<file path="src/rtl/cpu_pkg.sv">
// ============================================================================
// Module : cpu_pkg
// Brief  : Shared widths, register-address codes and scoreboard FSM encoding.
// Rev    : 1.0  initial release
// ============================================================================
`default_nettype none

package cpu_pkg;

    localparam int DATA_W_DEF    = 16;
    localparam int RADDR_W_DEF   = 4;
    localparam int NSRC_DEF      = 3;
    localparam int DEPTH_DEF     = 3;
    localparam int MAX_STALL_DEF = 15;
    localparam int CNT_W         = 16;

    // R0-R7 occupy codes 0-7; special registers follow in the same space
    localparam logic [RADDR_W_DEF-1:0] REG_SP = 4'd8;
    localparam logic [RADDR_W_DEF-1:0] REG_T  = 4'd9;
    localparam logic [RADDR_W_DEF-1:0] REG_IH = 4'd10;

    localparam int                 STATE_W = 1;
    localparam logic [STATE_W-1:0] ST_RUN  = 1'b0;
    localparam logic [STATE_W-1:0] ST_WAIT = 1'b1;

    function automatic logic [CNT_W-1:0] sat_inc(input logic [CNT_W-1:0] v);
        return (v == {CNT_W{1'b1}}) ? v : v + 1'b1;
    endfunction

endpackage

`default_nettype wire

</file>
<file path="src/rtl/forward_scoreboard_if.sv">
// ============================================================================
// Module : forward_scoreboard_if
// Brief  : Issue, lookup, result and stall signals of the forwarding scoreboard.
// Rev    : 1.0  initial release
// ============================================================================
`default_nettype none

interface forward_scoreboard_if
    import cpu_pkg::*;
#(
    parameter int DATA_W  = DATA_W_DEF,
    parameter int RADDR_W = RADDR_W_DEF,
    parameter int NSRC    = NSRC_DEF,
    parameter int DEPTH   = DEPTH_DEF
);
    logic                      hold_in;
    logic                      flush;
    logic                      iss_valid;
    logic                      iss_wb_en;
    logic [RADDR_W-1:0]        iss_wb_addr;
    logic [NSRC-1:0]           src_valid;
    logic [NSRC*RADDR_W-1:0]   src_addr;
    logic [DEPTH-1:0]          res_ready;
    logic [DEPTH*DATA_W-1:0]   res_data;
    logic [NSRC-1:0]           fwd_en;
    logic [NSRC*DATA_W-1:0]    fwd_data;
    logic                      stall_out;
    logic [CNT_W-1:0]          stall_cnt;
    logic                      stall_err;

    modport master (
        output hold_in, flush, iss_valid, iss_wb_en, iss_wb_addr,
               src_valid, src_addr, res_ready, res_data,
        input  fwd_en, fwd_data, stall_out, stall_cnt, stall_err
    );

    modport slave (
        input  hold_in, flush, iss_valid, iss_wb_en, iss_wb_addr,
               src_valid, src_addr, res_ready, res_data,
        output fwd_en, fwd_data, stall_out, stall_cnt, stall_err
    );

endinterface

`default_nettype wire

</file>
<file path="src/rtl/fwd_lookup.sv">
// ============================================================================
// Module : fwd_lookup
// Brief  : Youngest-producer match for one source operand plus result mux.
// Rev    : 1.0  initial release
// ============================================================================
`default_nettype none

module fwd_lookup
    import cpu_pkg::*;
#(
    parameter int DATA_W  = DATA_W_DEF,
    parameter int RADDR_W = RADDR_W_DEF,
    parameter int DEPTH   = DEPTH_DEF
) (
    input  wire logic                    src_valid,
    input  wire logic [RADDR_W-1:0]      src_addr,
    input  wire logic [DEPTH-1:0]        slot_valid,
    input  wire logic [DEPTH*RADDR_W-1:0] slot_addr,
    input  wire logic [DEPTH-1:0]        res_ready,
    input  wire logic [DEPTH*DATA_W-1:0] res_data,
    output logic                         fwd_en,
    output logic [DATA_W-1:0]            fwd_data,
    output logic                         hazard
);

    logic              w_match;
    logic              w_ready;
    logic [DATA_W-1:0] w_data;

    // Scan oldest to youngest so the lowest matching slot is the last write
    always_comb begin
        w_match = 1'b0;
        w_ready = 1'b0;
        w_data  = '0;
        for (int k = DEPTH - 1; k >= 0; k--) begin
            if (slot_valid[k] && (slot_addr[k*RADDR_W +: RADDR_W] == src_addr)) begin
                w_match = 1'b1;
                w_ready = res_ready[k];
                w_data  = res_data[k*DATA_W +: DATA_W];
            end
        end
    end

    assign fwd_en   = src_valid & w_match & w_ready;
    assign fwd_data = fwd_en ? w_data : '0;
    assign hazard   = src_valid & w_match & ~w_ready;

endmodule

`default_nettype wire

</file>
<file path="src/rtl/forward_scoreboard.sv">
// ============================================================================
// Module : forward_scoreboard
// Brief  : In-flight destination tracker with operand forwarding, hazard stall
//          FSM, saturating stall counter and consecutive-stall watchdog.
// Rev    : 1.0  initial release
// ============================================================================
`default_nettype none

module forward_scoreboard
    import cpu_pkg::*;
#(
    parameter int DATA_W    = DATA_W_DEF,
    parameter int RADDR_W   = RADDR_W_DEF,
    parameter int NSRC      = NSRC_DEF,
    parameter int DEPTH     = DEPTH_DEF,
    parameter int MAX_STALL = MAX_STALL_DEF
) (
    input wire logic            clk,
    input wire logic            rst,
    forward_scoreboard_if.slave sb
);

    localparam logic [CNT_W-1:0] C_MAX_STALL = CNT_W'(MAX_STALL);

    logic [STATE_W-1:0]       r_state;
    logic [STATE_W-1:0]       w_state_next;
    logic [DEPTH-1:0]         r_slot_valid;
    logic [DEPTH*RADDR_W-1:0] r_slot_addr;
    logic [CNT_W-1:0]         r_stall_cnt;
    logic [CNT_W-1:0]         r_run_cnt;
    logic [CNT_W-1:0]         w_run_next;
    logic                     r_stall_err;
    logic [NSRC-1:0]          w_hazard;
    logic                     w_advance;
    logic                     w_stall;
    logic                     w_new_valid;

    generate
        for (genvar i = 0; i < NSRC; i++) begin : g_src
            fwd_lookup #(
                .DATA_W  (DATA_W),
                .RADDR_W (RADDR_W),
                .DEPTH   (DEPTH)
            ) u_lookup (
                .src_valid  (sb.src_valid[i]),
                .src_addr   (sb.src_addr[i*RADDR_W +: RADDR_W]),
                .slot_valid (r_slot_valid),
                .slot_addr  (r_slot_addr),
                .res_ready  (sb.res_ready),
                .res_data   (sb.res_data),
                .fwd_en     (sb.fwd_en[i]),
                .fwd_data   (sb.fwd_data[i*DATA_W +: DATA_W]),
                .hazard     (w_hazard[i])
            );
        end
    endgenerate

    assign w_advance = ~sb.hold_in;

    always_ff @(posedge clk or posedge rst) begin
        if (rst) begin
            r_state <= ST_RUN;
        end else begin
            r_state <= w_state_next;
        end
    end

    always_comb begin
        w_state_next = r_state;
        if (w_advance) begin
            if (sb.flush) begin
                w_state_next = ST_RUN;
            end else if (w_stall) begin
                w_state_next = ST_WAIT;
            end else begin
                w_state_next = ST_RUN;
            end
        end
    end

    // Both states may request a stall; a frozen pipe or a flush suppresses it
    always_comb begin
        w_stall = 1'b0;
        case (r_state)
            ST_RUN, ST_WAIT: w_stall = (|w_hazard) & w_advance & ~sb.flush;
            default:         w_stall = 1'b0;
        endcase
    end

    assign w_new_valid = sb.iss_valid & sb.iss_wb_en & ~sb.flush & ~w_stall;

    always_ff @(posedge clk or posedge rst) begin
        if (rst) begin
            r_slot_valid <= '0;
            r_slot_addr  <= '0;
        end else if (w_advance) begin
            r_slot_valid <= {r_slot_valid[DEPTH-2:0], w_new_valid};
            r_slot_addr  <= {r_slot_addr[(DEPTH-1)*RADDR_W-1:0], sb.iss_wb_addr};
        end
    end

    always_comb begin
        w_run_next = r_run_cnt;
        if (w_advance) begin
            w_run_next = w_stall ? sat_inc(r_run_cnt) : '0;
        end
    end

    always_ff @(posedge clk or posedge rst) begin
        if (rst) begin
            r_run_cnt   <= '0;
            r_stall_cnt <= '0;
            r_stall_err <= 1'b0;
        end else begin
            r_run_cnt <= w_run_next;
            if (w_advance && w_stall) begin
                r_stall_cnt <= sat_inc(r_stall_cnt);
            end
            if (w_run_next >= C_MAX_STALL) begin
                r_stall_err <= 1'b1;
            end
        end
    end

    assign sb.stall_out = w_stall;
    assign sb.stall_cnt = r_stall_cnt;
    assign sb.stall_err = r_stall_err;

endmodule

`default_nettype wire

</file>
<file path="src/flat_wrapper.sv">
// flat-port wrapper written by rule: the top's interface ports become plain ports
module forward_scoreboard_flat import cpu_pkg::*;
#(
    parameter int DATA_W    = DATA_W_DEF,
    parameter int RADDR_W   = RADDR_W_DEF,
    parameter int NSRC      = NSRC_DEF,
    parameter int DEPTH     = DEPTH_DEF,
    parameter int MAX_STALL = MAX_STALL_DEF
)
  (clk, rst, sb_hold_in, sb_flush, sb_iss_valid, sb_iss_wb_en, sb_iss_wb_addr, sb_src_valid, sb_src_addr, sb_res_ready, sb_res_data, sb_fwd_en, sb_fwd_data, sb_stall_out, sb_stall_cnt, sb_stall_err);
  forward_scoreboard_if #(.DATA_W(DATA_W), .RADDR_W(RADDR_W), .NSRC(NSRC), .DEPTH(DEPTH)) sb_i ();
  input wire logic clk;
  input wire logic rst;
  input wire logic [$bits(sb_i.hold_in)-1:0] sb_hold_in;
  input wire logic [$bits(sb_i.flush)-1:0] sb_flush;
  input wire logic [$bits(sb_i.iss_valid)-1:0] sb_iss_valid;
  input wire logic [$bits(sb_i.iss_wb_en)-1:0] sb_iss_wb_en;
  input wire logic [$bits(sb_i.iss_wb_addr)-1:0] sb_iss_wb_addr;
  input wire logic [$bits(sb_i.src_valid)-1:0] sb_src_valid;
  input wire logic [$bits(sb_i.src_addr)-1:0] sb_src_addr;
  input wire logic [$bits(sb_i.res_ready)-1:0] sb_res_ready;
  input wire logic [$bits(sb_i.res_data)-1:0] sb_res_data;
  output wire logic [$bits(sb_i.fwd_en)-1:0] sb_fwd_en;
  output wire logic [$bits(sb_i.fwd_data)-1:0] sb_fwd_data;
  output wire logic [$bits(sb_i.stall_out)-1:0] sb_stall_out;
  output wire logic [$bits(sb_i.stall_cnt)-1:0] sb_stall_cnt;
  output wire logic [$bits(sb_i.stall_err)-1:0] sb_stall_err;
  assign sb_i.hold_in = sb_hold_in;
  assign sb_i.flush = sb_flush;
  assign sb_i.iss_valid = sb_iss_valid;
  assign sb_i.iss_wb_en = sb_iss_wb_en;
  assign sb_i.iss_wb_addr = sb_iss_wb_addr;
  assign sb_i.src_valid = sb_src_valid;
  assign sb_i.src_addr = sb_src_addr;
  assign sb_i.res_ready = sb_res_ready;
  assign sb_i.res_data = sb_res_data;
  assign sb_fwd_en = sb_i.fwd_en;
  assign sb_fwd_data = sb_i.fwd_data;
  assign sb_stall_out = sb_i.stall_out;
  assign sb_stall_cnt = sb_i.stall_cnt;
  assign sb_stall_err = sb_i.stall_err;
  forward_scoreboard #(.DATA_W(DATA_W), .RADDR_W(RADDR_W), .NSRC(NSRC), .DEPTH(DEPTH), .MAX_STALL(MAX_STALL)) u_core (.clk(clk), .rst(rst), .sb(sb_i));
endmodule
</file>
<file path="config.mk">
export PLATFORM = sky130hd
export DESIGN_NAME = forward_scoreboard_flat
export DESIGN_NICKNAME = d
export VERILOG_FILES = /design/src/rtl/cpu_pkg.sv /design/src/rtl/forward_scoreboard_if.sv /design/src/rtl/fwd_lookup.sv /design/src/rtl/forward_scoreboard.sv /design/src/flat_wrapper.sv
export SDC_FILE = /design/constraint.sdc
export NUM_CORES = 1
export LEC_CHECK = 0
export ABC_CLOCK_PERIOD_IN_PS = 3100
export BUFFER_PORTS_ARGS = -buffer_cell sky130_fd_sc_hd__buf_2
export CAP_MARGIN = 20
export CORE_MARGIN = 2
export CORE_UTILIZATION = 52
export CTS_BUF_LIST = sky130_fd_sc_hd__clkbuf_16
export DETAILED_ROUTE_END_ITERATION = 10
export GPL_ROUTABILITY_DRIVEN = 1
export HOLD_SLACK_MARGIN = 0.06
export MAX_ROUTING_LAYER = met4
export PLACE_DENSITY = 0.87
export SYNTH_ARGS = -nofsm -noshare
export SYNTH_HDL_FRONTEND = slang
export SYNTH_SLANG_ARGS = --single-unit
</file>
<file path="constraint.sdc">
create_clock -name clk -period 3.1 [get_ports clk]
set_input_delay 0.465 -clock clk [delete_from_list [all_inputs] [get_ports clk]]
set_output_delay 0.465 -clock clk [all_outputs]
set_load 0.005 [all_outputs]
</file>
# [Word level (Yosys, flattened, before mapping)]
# Index checks and enable logic that the tools add are counted.
[totals] inputBits=76 out_inout_bits=69 wordCells=85 ff_bits=48
[op_classes] magnitude_cmp=1 n_eq_ne=11 muxes=33 n_reduce_logical=12 n_addsub=2 bitwise=21
[op_table] op="2-to-1 mux 16 bit" n=15
[op_table] op="equality test 4 bit" n=9
[op_table] op="adder 16 x 1 -> 16 bit (second input constant)" n=2
[op_table] op="equality test 16 bit (second input constant)" n=2
[op_table] op="2-to-1 mux 1 bit" n=18
[op_table] op="greater-or-equal comparator 16 x 4 -> 1 bit (second input constant)" n=1
[op_table] op="AND 1 bit" n=14
[op_table] op="logical AND 1 bit" n=10
[op_table] op="NOT 1 bit" n=7
[op_table] op="OR reduction 3 bit" n=1
[op_table] op="AND reduction 2 bit" n=1

# [Logic depth before layout (Yosys ltp)]
[logic_depth] ltp_word=13 mapped_depth=10 depth_no_buf=9

# [Modules after synthesis]
# From an unflattened synthesis, not the netlist that was laid out.
[unflattened] hier_cells=480 hier_area_um2=4146.5
[modules_own_cells] mod="forward_scoreboard" area_per_inst_um2=2408.6 n_inst=1 cells_each=219 seq_area_each_um2=1201.2
[modules_own_cells] mod="fwd_lookup" area_per_inst_um2=579.3 n_inst=3 cells_each=87 seq_area_each_um2=0.0

# [Worst setup path before layout]
# No wires, ideal clock.
[synth_timing] path_type="input to output" start="input sb_src_addr[4]" end="output sb_fwd_en[1]" t_required_ps=2635 slack_ps=418 n_path_buf=2 stages=8 arrival_ps=2217 path_cell_list="xnor2_1 nand3_1 nor2_1 o311ai_0 o211ai_1 clkbuf_1 inv_1 buf_4"
[synth_via] elab_chain_cells=7 elab_cells_between_ends=14 classes_between="3 x eq/ne; 6 x mux; 2 x bitwise; 3 x reduce/logical"
[synth_rtl] element="from (decl)" line="flat_wrapper.sv:20" source="input wire logic [$bits(sb_i.src_addr)-1:0] sb_src_addr;"
[synth_rtl] element="equality test 4 bit" line="fwd_lookup.sv:36" source="if (slot_valid[k] && (slot_addr[k*RADDR_W +: RADDR_W] == src_addr)) begin"
[synth_rtl] element="logical AND 1 bit" line="fwd_lookup.sv:36"
[synth_rtl] element="2-to-1 mux 1 bit (3 in a row)" line="fwd_lookup.sv:36"
[synth_rtl] element="AND 1 bit" line="fwd_lookup.sv:44" source="assign fwd_en = src_valid & w_match & w_ready;"
[synth_rtl] element="AND 1 bit *" line="fwd_lookup.sv:44"
[synth_rtl] element="to (decl)" line="flat_wrapper.sv:23" source="output wire logic [$bits(sb_i.fwd_en)-1:0] sb_fwd_en;"
# Every way passes the cells marked *; elsewhere a longest branch is shown, timed or not.

# [Worst setup path after layout]
[layout_timing] start="register u_core.r_slot_addr[3]" end="output sb_fwd_data[42]"
[layout_via] elab_chain_cells=6 elab_cells_between_ends=8 classes_between="1 x eq/ne; 4 x mux; 2 x bitwise; 1 x reduce/logical"
[layout_rtl] element="from (decl)" line="forward_scoreboard.sv:28" source="logic [DEPTH*RADDR_W-1:0] r_slot_addr;"
[layout_rtl] element="from (signal assigned)" line="forward_scoreboard.sv:98" source="r_slot_addr <= {r_slot_addr[(DEPTH-1)*RADDR_W-1:0], sb.iss_wb_addr};"
[layout_rtl] element="equality test 4 bit *" line="fwd_lookup.sv:36"
[layout_rtl] element="logical AND 1 bit *" line="fwd_lookup.sv:36"
[layout_rtl] element="2-to-1 mux 1 bit" line="fwd_lookup.sv:36"
[layout_rtl] element="AND 1 bit (2 in a row)" line="fwd_lookup.sv:44"
[layout_rtl] element="2-to-1 mux 16 bit *" line="fwd_lookup.sv:45" source="assign fwd_data = fwd_en ? w_data : '0;"
[layout_rtl] element="to (decl)" line="flat_wrapper.sv:24" source="output wire logic [$bits(sb_i.fwd_data)-1:0] sb_fwd_data;"
# Marked as above.

==> results.cfg <==
[timing]
post-route-period-util_pct = 95.3
tns_ns = 0
fmax_mhz = 338
relSlewSlack_pct = 41.5
hold_viol = 0
setup_viol = 0
final.setup_skew_ns = 0.00419
rsz0062_at_grt = no
slew_violations = 0
tightest_slew_ns = 0.872
min_period_ns = 2.96

[grt]
antenna_found_initial = 0
grt_util_all_layers_pct = 29.6
grt_pass1_wl_um = 20700
grt_pass1_vias = 4486
grt_max_degree = 35
grt_overflow_total = 0

[worst_setup_path]
critPathTopFamily = buffers and inverters
startpoint = u_core.r_slot_addr[3]
cp_common_cell = buf_4
critPathMaxFanout = 34
r2r_slack_ns = 0.35
critPathLaunchType = flip-flop
path_class = reg2out
cp_data_required_time_ns = 2.63
worst-path-buf-inv = 3
max_stage_delay_ns = 0.48
path_depth = 9
r2r_cells = 10
rr_endpoint = u_core.sb.stall_err
cp_cell_sequence = xor2_1 -> nor3_1 -> nand3_1 -> buf_4 -> o311ai_0 -> o211ai_1 -> buf_4 -> a211oi_1 -> buf_2
slowest_stage = dfrtp_1
cp.arrival_ns = 2.49
reg2reg_from = u_core.r_run_cnt[0]
cp-end-kind = output pin
worstSetupEndpoint = sb_fwd_data[42]

[min_path]
hold_path_class = in2async

[logic_synthesis]
syn_nets = 576
synthAdderAreaFrac_pct = 0.590
yosysTopAreaCellShare_pct = 28.3
synthCells = 498
synth_mux_area_share_pct = 15.6
synth_top_family_by_area = simple AND/OR/NAND/NOR gates
yosys.area.top_type = dfrtp_1
ys_types = 53
yosys.area_share.simple_pct = 21.2
synth-xor-area-share_pct = 11.4
syn_area_per_cell_um2 = 8.51
yosysWarnings = 0
async_reset_ff_share_pct = 100
yosys-top-cells-area = dfrtp_1, mux2i_1, xnor2_1
synth_compound_area_share_pct = 18.5
synth_seq_cells = 48
ys_seq_area_share_pct = 28.3
ys.flop_type = dfrtp_1
syn_area_um2 = 4240
synth_edf_count = 0

[flow_run]
cap_violations = 0

[floorplanning]
io_pins = 145
die_w_um = 94.3
initial_core_util_pct = 54.3
die_h_um = 94.3
rows = 32
die_area_um2 = 8890
core_um2 = 7810

[route]
drc = 0
routed_wl_um = 12800
routedWlPerCell_um = 17.4
vias_per_cell = 6.23
drt_iter0_markers = 421
drtPass1Iterations = 5
vias = 4601
final_antenna_net_count = 0

[cts]
numCtsBuffers = 5
insertion_delay_ns = 0.29
clkSinkCount = 48
cts_root_buf = clkbuf_16
cts_tree = done
cts_buffer_depth = 2
clk_pin_slew_ns = 0.07
htree_levels = 2

[placement]
io_buffers = 144
gp_congestion = 0.953
dp_hpwl_um = 9610

[layout]
layout-drive-gt1-share_pct = 31.1
final.fill_count = 626
diodes = 0
final_nets = 714
syn2layout_area_growth_pct = 24.1

[power_and_ir_drop]
p_leak_nw = 2.31
max-vdd-ir-drop_v = 0.000389
power_w = 0.00170
powerDensity_nw_per_um2 = 323

[outcome]
status = finished, final reports clean
==> per-layer routing <==
| layer | wire length (um) | vias to the layer above | share of wire, % | track usage [%] |
|---|---|---|---|---|
| met5 | 0 | - | 0 | - |
| met4 | 281 | 0 | 2.2 | 9.42 |
| met3 | 1090 | 33 | 8.5 | 4.01 |
| met2 | 6430 | 263 | 50 | 52.4 |
| met1 | 5040 | 2175 | 39 | 34.7 |
| li1 | - | 2130 | - | - |
==> power breakdown <==
part           switching, W  internal, W
Combinational      0.000177     0.000170
Sequential        0.0000628     0.000660
Clock              0.000244     0.000383
==> cells by family after synthesis <==
group                      after synthesis
DFF                                     48
muxes                                   64
xor gates and xnor gates                55
AOI/OAI and AO/OA                      109
adders and majority gates                2
and+or+nand+nor                        176
buffers and inverters                   44
==> state kept, by name, indices dropped and copies added (netlist names) <==
name                 flops
u_core.r_run_cnt        16
u_core.r_slot_valid      3
u_core.r_slot_addr      12
u_core.sb.stall_err      1
u_core.sb.stall_cnt     16
==> how the worst min path moves through the flow <==
stage | end | cells after the start
6_report | u_core.r_slot_addr[2] | 2
5_1_grt | u_core.r_slot_addr[3] | 2
4_1_cts | u_core.r_slot_addr[3] | 2
3_5_place_dp | u_core.sb.stall_cnt[6] | 1
3_3_place_gp | u_core.sb.stall_cnt[6] | 1
2_1_floorplan | u_core.sb.stall_cnt[6] | 1
==> layout make-up <==
cell class | instances | area, um^2 | share of cell area [%]
well taps | 102 | 128 | 2.43
clock inverters | 3 | 46.3 | 0.880
clock buffers | 5 | 125 | 2.38
inverters | 14 | 52.6 | 0.999
multi-input cells | 406 | 2860 | 54.3
flip-flops and latches | 48 | 1200 | 22.8
repair buffers | 161 | 848 | 16.1
==> what timing repair did <==
item	CTS	global route
resized for setup	0	1
hold buffers	0	0
setup endpoints to repair	0	6
setup buffers	0	1
==> through the flow <==
stage / std cells / util (%) / area, um^2 / hold WS, ns / setup slack, ns
after detailed placement: 730 / 65.0 / 5080 / 0.482 / 0.323
after global routing: 739 / 67.4 / 5260 / 0.312 / 0.000905
final: 739 / 67.4 / 5260 / 0.241 / 0.144
after floorplan: 498 / - / 4240 / 0.481 / 0.418
after CTS: 738 / 67.2 / 5250 / 0.263 / 0.137
after global placement: 730 / 65.0 / 5080 / 0.470 / 0.370
==> cells in the final DEF (no fill, tap or decap), types with 15 or more instances in the layout <==
cell type	instances
a211oi_1	49
o21ai_0	17
nor2_1	64
buf_2	144
nand4_1	16
nand3_1	22
nand2_1	25
mux2_2	15
dfrtp_1	48
xnor2_1	48
buf_4	17
mux2i_1	48
==> synthesized netlist by cell type (all sizes together), types with 13 or more instances <==
library cell,count
mux2i,48
nor2,67
nand3,22
and3,13
nand2,25
a211oi,50
clkbuf,21
inv,14
xnor2,48
dfrtp,48
o21ai,17
mux2,16
nand4,16
Power figures use the tool's default switching activity.
